## config.mk

```make
export PLATFORM = sky130hd
export DESIGN_NAME = lcd_byte_writer
export DESIGN_NICKNAME = d
export VERILOG_FILES = /design/src/rtl/lcd_byte_writer_pkg.sv /design/src/rtl/lcd_nibble_strobe.sv /design/src/rtl/lcd_byte_writer.sv
export SDC_FILE = /design/constraint.sdc
export NUM_CORES = 1
export LEC_CHECK = 0
export ABC_AREA = 1
export ABC_CLOCK_PERIOD_IN_PS = 3030
export CORE_MARGIN = 5
export CORE_UTILIZATION = 45
export CTS_BUF_LIST = sky130_fd_sc_hd__clkbuf_4
export DETAILED_ROUTE_END_ITERATION = 8
export PLACE_DENSITY = 0.62
export SLEW_MARGIN = 20
export SYNTH_ARGS = -nofsm -noshare
export SYNTH_HDL_FRONTEND = slang
export SYNTH_HIERARCHICAL = 1
export SYNTH_SLANG_ARGS = --single-unit
export TNS_END_PERCENT = 10
```

## constraint.sdc

```tcl
create_clock -name CCLK -period 3.03 [get_ports CCLK]
set_input_delay 0.909 -clock CCLK [delete_from_list [all_inputs] [get_ports CCLK]]
set_output_delay 0.909 -clock CCLK [all_outputs]
set_load 0.005 [all_outputs]
```

## src/rtl/lcd_byte_writer_pkg.sv

```systemverilog
// Shared types, 50 MHz timing defaults and init helpers for the character-LCD byte writer.
package lcd_byte_writer_pkg;

  localparam int unsigned LCD_T_POWERUP = 750000;
  localparam int unsigned LCD_T_INIT1   = 205000;
  localparam int unsigned LCD_T_INIT2   = 5000;
  localparam int unsigned LCD_T_CMD     = 2000;
  localparam int unsigned LCD_T_CLEAR   = 82000;
  localparam int unsigned LCD_T_SETUP   = 2;
  localparam int unsigned LCD_T_PULSE   = 12;
  localparam int unsigned LCD_T_HOLD    = 1;
  localparam int unsigned LCD_T_NIBGAP  = 50;
  localparam int unsigned LCD_CNT_W     = 20;

  typedef enum logic [2:0] {
    S_PWR,
    S_INIT_NIB,
    S_INIT_WAIT,
    S_IDLE,
    S_HI,
    S_GAP,
    S_LO,
    S_EXEC
  } wr_state_e;

  typedef enum logic [1:0] {
    N_IDLE,
    N_SETUP,
    N_PULSE,
    N_HOLD
  } nib_state_e;

  // Init nibbles are 0x3, 0x3, 0x3 and finally 0x2 to switch the panel into 4-bit mode.
  function automatic logic [3:0] init_nibble(input logic [1:0] idx);
    return (idx == 2'd3) ? 4'h2 : 4'h3;
  endfunction

endpackage

```

## src/rtl/lcd_nibble_strobe.sv

```systemverilog
// Emits one timed nibble on the LCD bus: SETUP (E low), PULSE (E high), HOLD (E low).
module lcd_nibble_strobe
  import lcd_byte_writer_pkg::*;
#(
  parameter int unsigned T_SETUP = LCD_T_SETUP,
  parameter int unsigned T_PULSE = LCD_T_PULSE,
  parameter int unsigned T_HOLD  = LCD_T_HOLD,
  parameter int unsigned CNT_W   = LCD_CNT_W
) (
  input  logic       CCLK,
  input  logic       rst,
  input  logic       start,
  input  logic [3:0] nibble,
  input  logic       rs,
  output logic       LCDE,
  output logic [3:0] LCDDAT,
  output logic       LCDRS,
  output logic       done
);

  localparam logic [CNT_W-1:0] SETUP_LD = CNT_W'(T_SETUP - 1);
  localparam logic [CNT_W-1:0] PULSE_LD = CNT_W'(T_PULSE - 1);
  localparam logic [CNT_W-1:0] HOLD_LD  = CNT_W'(T_HOLD - 1);

  nib_state_e       r_state;
  logic [CNT_W-1:0] r_cnt;
  logic             w_cnt_zero;

  assign w_cnt_zero = (r_cnt == '0);
  assign done       = (r_state == N_HOLD) && w_cnt_zero;

  // Data and RS are only loaded from idle, so they cannot move while E is high.
  always_ff @(posedge CCLK or posedge rst) begin
    if (rst) begin
      r_state <= N_IDLE;
      r_cnt   <= '0;
      LCDE    <= 1'b0;
      LCDDAT  <= 4'h0;
      LCDRS   <= 1'b0;
    end else begin
      case (r_state)
        N_IDLE: begin
          if (start) begin
            r_state <= N_SETUP;
            r_cnt   <= SETUP_LD;
            LCDDAT  <= nibble;
            LCDRS   <= rs;
          end
        end
        N_SETUP: begin
          if (w_cnt_zero) begin
            r_state <= N_PULSE;
            r_cnt   <= PULSE_LD;
            LCDE    <= 1'b1;
          end else begin
            r_cnt <= r_cnt - 1'b1;
          end
        end
        N_PULSE: begin
          if (w_cnt_zero) begin
            r_state <= N_HOLD;
            r_cnt   <= HOLD_LD;
            LCDE    <= 1'b0;
          end else begin
            r_cnt <= r_cnt - 1'b1;
          end
        end
        N_HOLD: begin
          if (w_cnt_zero) begin
            r_state <= N_IDLE;
            LCDDAT  <= 4'h0;
          end else begin
            r_cnt <= r_cnt - 1'b1;
          end
        end
        default: begin
          r_state <= N_IDLE;
          LCDE    <= 1'b0;
        end
      endcase
    end
  end

endmodule

```

## src/rtl/lcd_byte_writer.sv

```systemverilog
// HD44780 4-bit writer: self-runs the power-on init, then sends accepted bytes as two
// timed nibbles followed by the command execution wait.
module lcd_byte_writer
  import lcd_byte_writer_pkg::*;
#(
  parameter int unsigned T_POWERUP = LCD_T_POWERUP,
  parameter int unsigned T_INIT1   = LCD_T_INIT1,
  parameter int unsigned T_INIT2   = LCD_T_INIT2,
  parameter int unsigned T_CMD     = LCD_T_CMD,
  parameter int unsigned T_CLEAR   = LCD_T_CLEAR,
  parameter int unsigned T_SETUP   = LCD_T_SETUP,
  parameter int unsigned T_PULSE   = LCD_T_PULSE,
  parameter int unsigned T_HOLD    = LCD_T_HOLD,
  parameter int unsigned T_NIBGAP  = LCD_T_NIBGAP,
  parameter int unsigned CNT_W     = LCD_CNT_W
) (
  input  logic       CCLK,
  input  logic       rst,
  input  logic       wr_valid,
  output logic       wr_ready,
  input  logic       wr_rs,
  input  logic [7:0] wr_data,
  output logic       init_done,
  output logic       LCDE,
  output logic       LCDRS,
  output logic       LCDRW,
  output logic [3:0] LCDDAT
);

  localparam logic [CNT_W-1:0] PWR_LD   = CNT_W'(T_POWERUP - 1);
  localparam logic [CNT_W-1:0] INIT1_LD = CNT_W'(T_INIT1 - 1);
  localparam logic [CNT_W-1:0] INIT2_LD = CNT_W'(T_INIT2 - 1);
  localparam logic [CNT_W-1:0] CMD_LD   = CNT_W'(T_CMD - 1);
  localparam logic [CNT_W-1:0] CLEAR_LD = CNT_W'(T_CLEAR - 1);
  localparam logic [CNT_W-1:0] GAP_LD   = CNT_W'(T_NIBGAP - 1);

  wr_state_e        r_state;
  logic [CNT_W-1:0] r_cnt;
  logic [1:0]       r_idx;
  logic             r_pwr_armed;
  logic             r_ready;
  logic             r_init_done;
  logic             r_rs;
  logic [7:0]       r_data;

  logic             w_cnt_zero;
  logic             w_accept;
  logic             w_start;
  logic [3:0]       w_nib;
  logic             w_rs;
  logic             w_nib_done;
  logic             w_is_clear;
  logic [CNT_W-1:0] w_wait_ld;

  assign LCDRW     = 1'b0;
  assign wr_ready  = r_ready;
  assign init_done = r_init_done;

  assign w_cnt_zero = (r_cnt == '0);
  assign w_accept   = (r_state == S_IDLE) && r_ready && wr_valid;
  assign w_is_clear = !r_rs && ((r_data == 8'h01) || (r_data == 8'h02));

  always_comb begin
    case (r_idx)
      2'd0:    w_wait_ld = INIT1_LD;
      2'd1:    w_wait_ld = INIT2_LD;
      default: w_wait_ld = CMD_LD;
    endcase
  end

  // Strobe start is combinational so the next nibble's SETUP begins on the exit edge.
  always_comb begin
    w_start = 1'b0;
    w_nib   = 4'h0;
    w_rs    = 1'b0;
    case (r_state)
      S_PWR: begin
        if (r_pwr_armed && w_cnt_zero) begin
          w_start = 1'b1;
          w_nib   = init_nibble(2'd0);
        end
      end
      S_INIT_WAIT: begin
        if (w_cnt_zero && (r_idx != 2'd3)) begin
          w_start = 1'b1;
          w_nib   = init_nibble(r_idx + 2'd1);
        end
      end
      S_IDLE: begin
        if (w_accept) begin
          w_start = 1'b1;
          w_nib   = wr_data[7:4];
          w_rs    = wr_rs;
        end
      end
      S_GAP: begin
        if (w_cnt_zero) begin
          w_start = 1'b1;
          w_nib   = r_data[3:0];
          w_rs    = r_rs;
        end
      end
      default: ;
    endcase
  end

  // The first cycle out of reset only arms the power-up counter.
  always_ff @(posedge CCLK or posedge rst) begin
    if (rst) begin
      r_state     <= S_PWR;
      r_cnt       <= '0;
      r_idx       <= 2'd0;
      r_pwr_armed <= 1'b0;
      r_ready     <= 1'b0;
      r_init_done <= 1'b0;
      r_rs        <= 1'b0;
      r_data      <= 8'h00;
    end else begin
      case (r_state)
        S_PWR: begin
          if (!r_pwr_armed) begin
            r_pwr_armed <= 1'b1;
            r_cnt       <= PWR_LD;
          end else if (w_cnt_zero) begin
            r_state <= S_INIT_NIB;
          end else begin
            r_cnt <= r_cnt - 1'b1;
          end
        end
        S_INIT_NIB: begin
          if (w_nib_done) begin
            r_state <= S_INIT_WAIT;
            r_cnt   <= w_wait_ld;
          end
        end
        S_INIT_WAIT: begin
          if (w_cnt_zero) begin
            if (r_idx == 2'd3) begin
              r_state     <= S_IDLE;
              r_init_done <= 1'b1;
              r_ready     <= 1'b1;
            end else begin
              r_idx   <= r_idx + 2'd1;
              r_state <= S_INIT_NIB;
            end
          end else begin
            r_cnt <= r_cnt - 1'b1;
          end
        end
        S_IDLE: begin
          if (w_accept) begin
            r_ready <= 1'b0;
            r_rs    <= wr_rs;
            r_data  <= wr_data;
            r_state <= S_HI;
          end
        end
        S_HI: begin
          if (w_nib_done) begin
            r_state <= S_GAP;
            r_cnt   <= GAP_LD;
          end
        end
        S_GAP: begin
          if (w_cnt_zero) begin
            r_state <= S_LO;
          end else begin
            r_cnt <= r_cnt - 1'b1;
          end
        end
        S_LO: begin
          if (w_nib_done) begin
            r_state <= S_EXEC;
            r_cnt   <= w_is_clear ? CLEAR_LD : CMD_LD;
          end
        end
        S_EXEC: begin
          if (w_cnt_zero) begin
            r_state <= S_IDLE;
            r_ready <= r_init_done;
          end else begin
            r_cnt <= r_cnt - 1'b1;
          end
        end
        default: r_state <= S_PWR;
      endcase
    end
  end

  lcd_nibble_strobe #(
    .T_SETUP (T_SETUP),
    .T_PULSE (T_PULSE),
    .T_HOLD  (T_HOLD),
    .CNT_W   (CNT_W)
  ) u_strobe (
    .CCLK   (CCLK),
    .rst    (rst),
    .start  (w_start),
    .nibble (w_nib),
    .rs     (w_rs),
    .LCDE   (LCDE),
    .LCDDAT (LCDDAT),
    .LCDRS  (LCDRS),
    .done   (w_nib_done)
  );

endmodule

```

==> impl_results.md <==
- Setup WS pre-CTS: 0.4055 ns
- Die H: 109.5 um
- Netlist Area Pre-Place: 4454 um2
- DR WL met3: 608 um
- Worst-path clk slew: 0.13 ns
- Via/cell ratio: 5.113
- Share of layout cells above drive strength 1: 8.772%
- Post-CTS setup buffers: 0
- Final count of hold timing violations: 0
- Utilization after layout: 50.84%
- Finished Layout Cells: 817
- Ys flop type: dfrtp_1
- Crit-path leading delay family: simple AND/OR/NAND/NOR gates
- Synth Area in Compound Gates: 10.06%
- Lkg Pwr: 2.548 nW
- GR Overflow Total: 0
- RSZ-0062 raised after global routing: no
- Yosys warns: 6
- Simple-Gate Fraction of Synth Area: 39.27%
- Worst slew margin: 59.85%
- CTS resizes: 0
- Cts bufs inserted: 9
- Clock Sinks: 65
- CTS tree: built
- H-tree Lvls: 3
- Initial antenna violation count: 0
- Period utilisation layout: 86.49%
- Register area share after synthesis: 36.52%
- Critical path depth: 13
- DR iter-0 viols: 358
- Largest net degree at the start of global routing: 38
- Highest metal used: met4
- Syn_area_per_cell: 6.821 um2
- Worst hold slack: 0.5037 ns
- Power Dens Cells: 325.7 nW/um2
- Reg2reg path depth: 13
- Worst EP arrival: 2.95 ns
- Final instance area: 4946 um2
- Crit path kind: reg -> reg
- Row cnt: 36
- Cts hold-fix bufs: 0
- Met1 WL: 5340 um
- Post-synthesis register bit count: 65
- Post-DR wirelength/cell: 13.65 um
- Via count: 4,177
- R2R setup slack: 0.41 ns
- DIE AREA: 11,990 um2
- Die X-Extent: 109.5 um
- Max Freq: 381.6 MHz
- Synth cell types: 41
- Total GRT Usage: 20.34%
- CP Buf/Inv Count: 3
- Post-Syn Instances: 653
- Most common cell after layout, fill and taps aside: nand2_1
- Cell mode on critical path: nor2_1
- Final GP Congestion: 0.8968
- Max-Cap Viols: 0
- Max Slew Vio Count: 0
- Placed cells: 801
- Fin worst setup slack: 0.4094 ns
- FFs w/ async S/R, synth: 100.0%
- Synth Area in Adders: 3.371%
- CP peak stage delay: 0.45 ns
- First-pass GRT wire length: 19,050 um
- Most frequent cells in the layout: 191 x nand2_1, 96 x nor2_1, 81 x inv_1
- PortBufs: 19
- Post-synth EDFFs: 0
- Total power: 1.611 mW
- # nets final: 703
- Setup Skew: 0.01375 ns
- Largest family of logic cells by synthesized area: simple AND/OR/NAND/NOR gates
- Core Box Area: 9729 um2
- # fillers: 1,039
- Status: finished clean
- Worst setup SP type: flip-flop
- Maximum fanout along the worst path: 15
- Worst hold-check path type: reg -> reg
- Worst-Skew Late Latency: 0.44 ns
- DRT Wirelength: 11,150 um
- I/O pins: 21
- Max Buffers Root-to-Sink: 2
- Critical path's slowest cell: dfrtp_1
- Post-DP HPWL: 8478 um
- TritonRoute pass-1 iters: 5
- Area grow syn2layout: 11.04%
- Placed cell area: 4776 um2
- Initial Utilization: 45.78%
- Clock Tree Root: clkbuf_4
- # DRC: 0
- Number of global-route vias before repair: 3,919
- Required @ worst endpoint: 3.36 ns
- Hold Path Cell Cnt: 2
- Fin Setup TNS: 0 ns
- Peak supply drop: 222.5 uV
- Met2 wire len: 5056 um
- CP Capture Type: flip-flop
- Slew @ Worst Pin: 0.6005 ns
- Mux contribution to synthesized area: 0%
- Cell Chain, Critical Path: nor2_1, nand2_1, nor4_1, and2_1, o21ai_0, nand3_1, nor2_1, inv_1, nand2_4, inv_4, nand2_2, inv_4, nor2_1
- Final Critical Period: 2.621 ns
- Xor/xnor share of the synthesized area: 1.376%
- Routed Antenna Nets: 0
- Syn nets: 677
- N_diodes: 0
- Final setup violation count: 0
## path summary, 6_finish.rpt
check / startpoint / end
max: r_cnt[7] / u_strobe/r_cnt[14]
min: r_data[5] / r_data[5]
min in group asynchronous: rst / u_strobe/r_state[1]
max reg2reg: r_cnt[7] / u_strobe/r_cnt[14]
min reg2reg: r_data[5] / r_data[5]
max in group asynchronous: rst / r_cnt[19]
## worst register-to-register path: stages, from the launching register on
cell and delay, ns:
dfrtp_1 0.45, nor2_1 0.18, nand2_1 0.18, nor4_1 0.35
and2_1 0.24, o21ai_0 0.13, nand3_1 0.15, nor2_1 0.07
inv_1 0.11, nand2_4 0.14, inv_4 0.19, nand2_2 0.13
inv_4 0.14, nor2_1 0.06
## per-layer routing
layer  vias up  GRT usage, %
li1       2134             -
met1      1915         28.95
met2       117         31.60
met3        11         3.582
met4         0         6.144
met5         -             0
## cell families (layout without fill, tap and decap cells)
group / Yosys count / in the layout
AO/OA/AOI/OAI: 78 / 78
XOR/XNOR: 7 / 7
adder cells (fa/ha/maj): 12 / 12
buffers and inverters: 96 / 127
flip-flops: 65 / 65
other: 1 / 1
AND/OR/NAND/NOR: 394 / 394
## power breakdown
group / internal (mW) / switching, mW / leakage, nW
clock: 0.341 / 0.368 / 0.0867
combinational: 0.0141 / 0.0202 / 1.65
sequential: 0.867 / 0 / 0.815
## sequential cells by signal (all words and copies together), names as in the netlist, 2 cells and up
register          cells
r_cnt                20
u_strobe/r_cnt       20
r_data                8
u_strobe/LCDDAT       4
r_state               3
r_idx                 2
u_strobe/r_state      2
## Yosys cell counts (all sizes together), types with 2 or more instances
cell	instances	area [um2]
o21ai	37	188.9
and2	2	12.51
nor4	2	12.51
buf	11	90.08
a21oi	19	95.09
ha	12	150.1
dfrtp	65	1627
xnor2	2	17.52
a21boi	2	15.01
nor2	111	483.0
nand2	198	765.7
or2	3	18.77
nand4	10	77.57
a31oi	3	18.77
inv	84	320.3
o22ai	3	18.77
nand3	60	325.3
nor3	7	46.30
o21bai	9	67.56
a22oi	3	22.52
xor2	5	43.79
## cell type report
cell class | instances | area, um2 | area share, %
Multi-Input combinational cell | 492 | 2412 | 48.77
Sequential cell | 65 | 1627 | 32.89
Clock buffer | 9 | 67.56 | 1.366
Timing Repair Buffer | 27 | 250.2 | 5.059
Inverter | 84 | 320.3 | 6.476
Clock inverter | 7 | 102.6 | 2.074
Tap cell | 133 | 166.4 | 3.365
No activity file was read; power rests on OpenSTA's default activity.
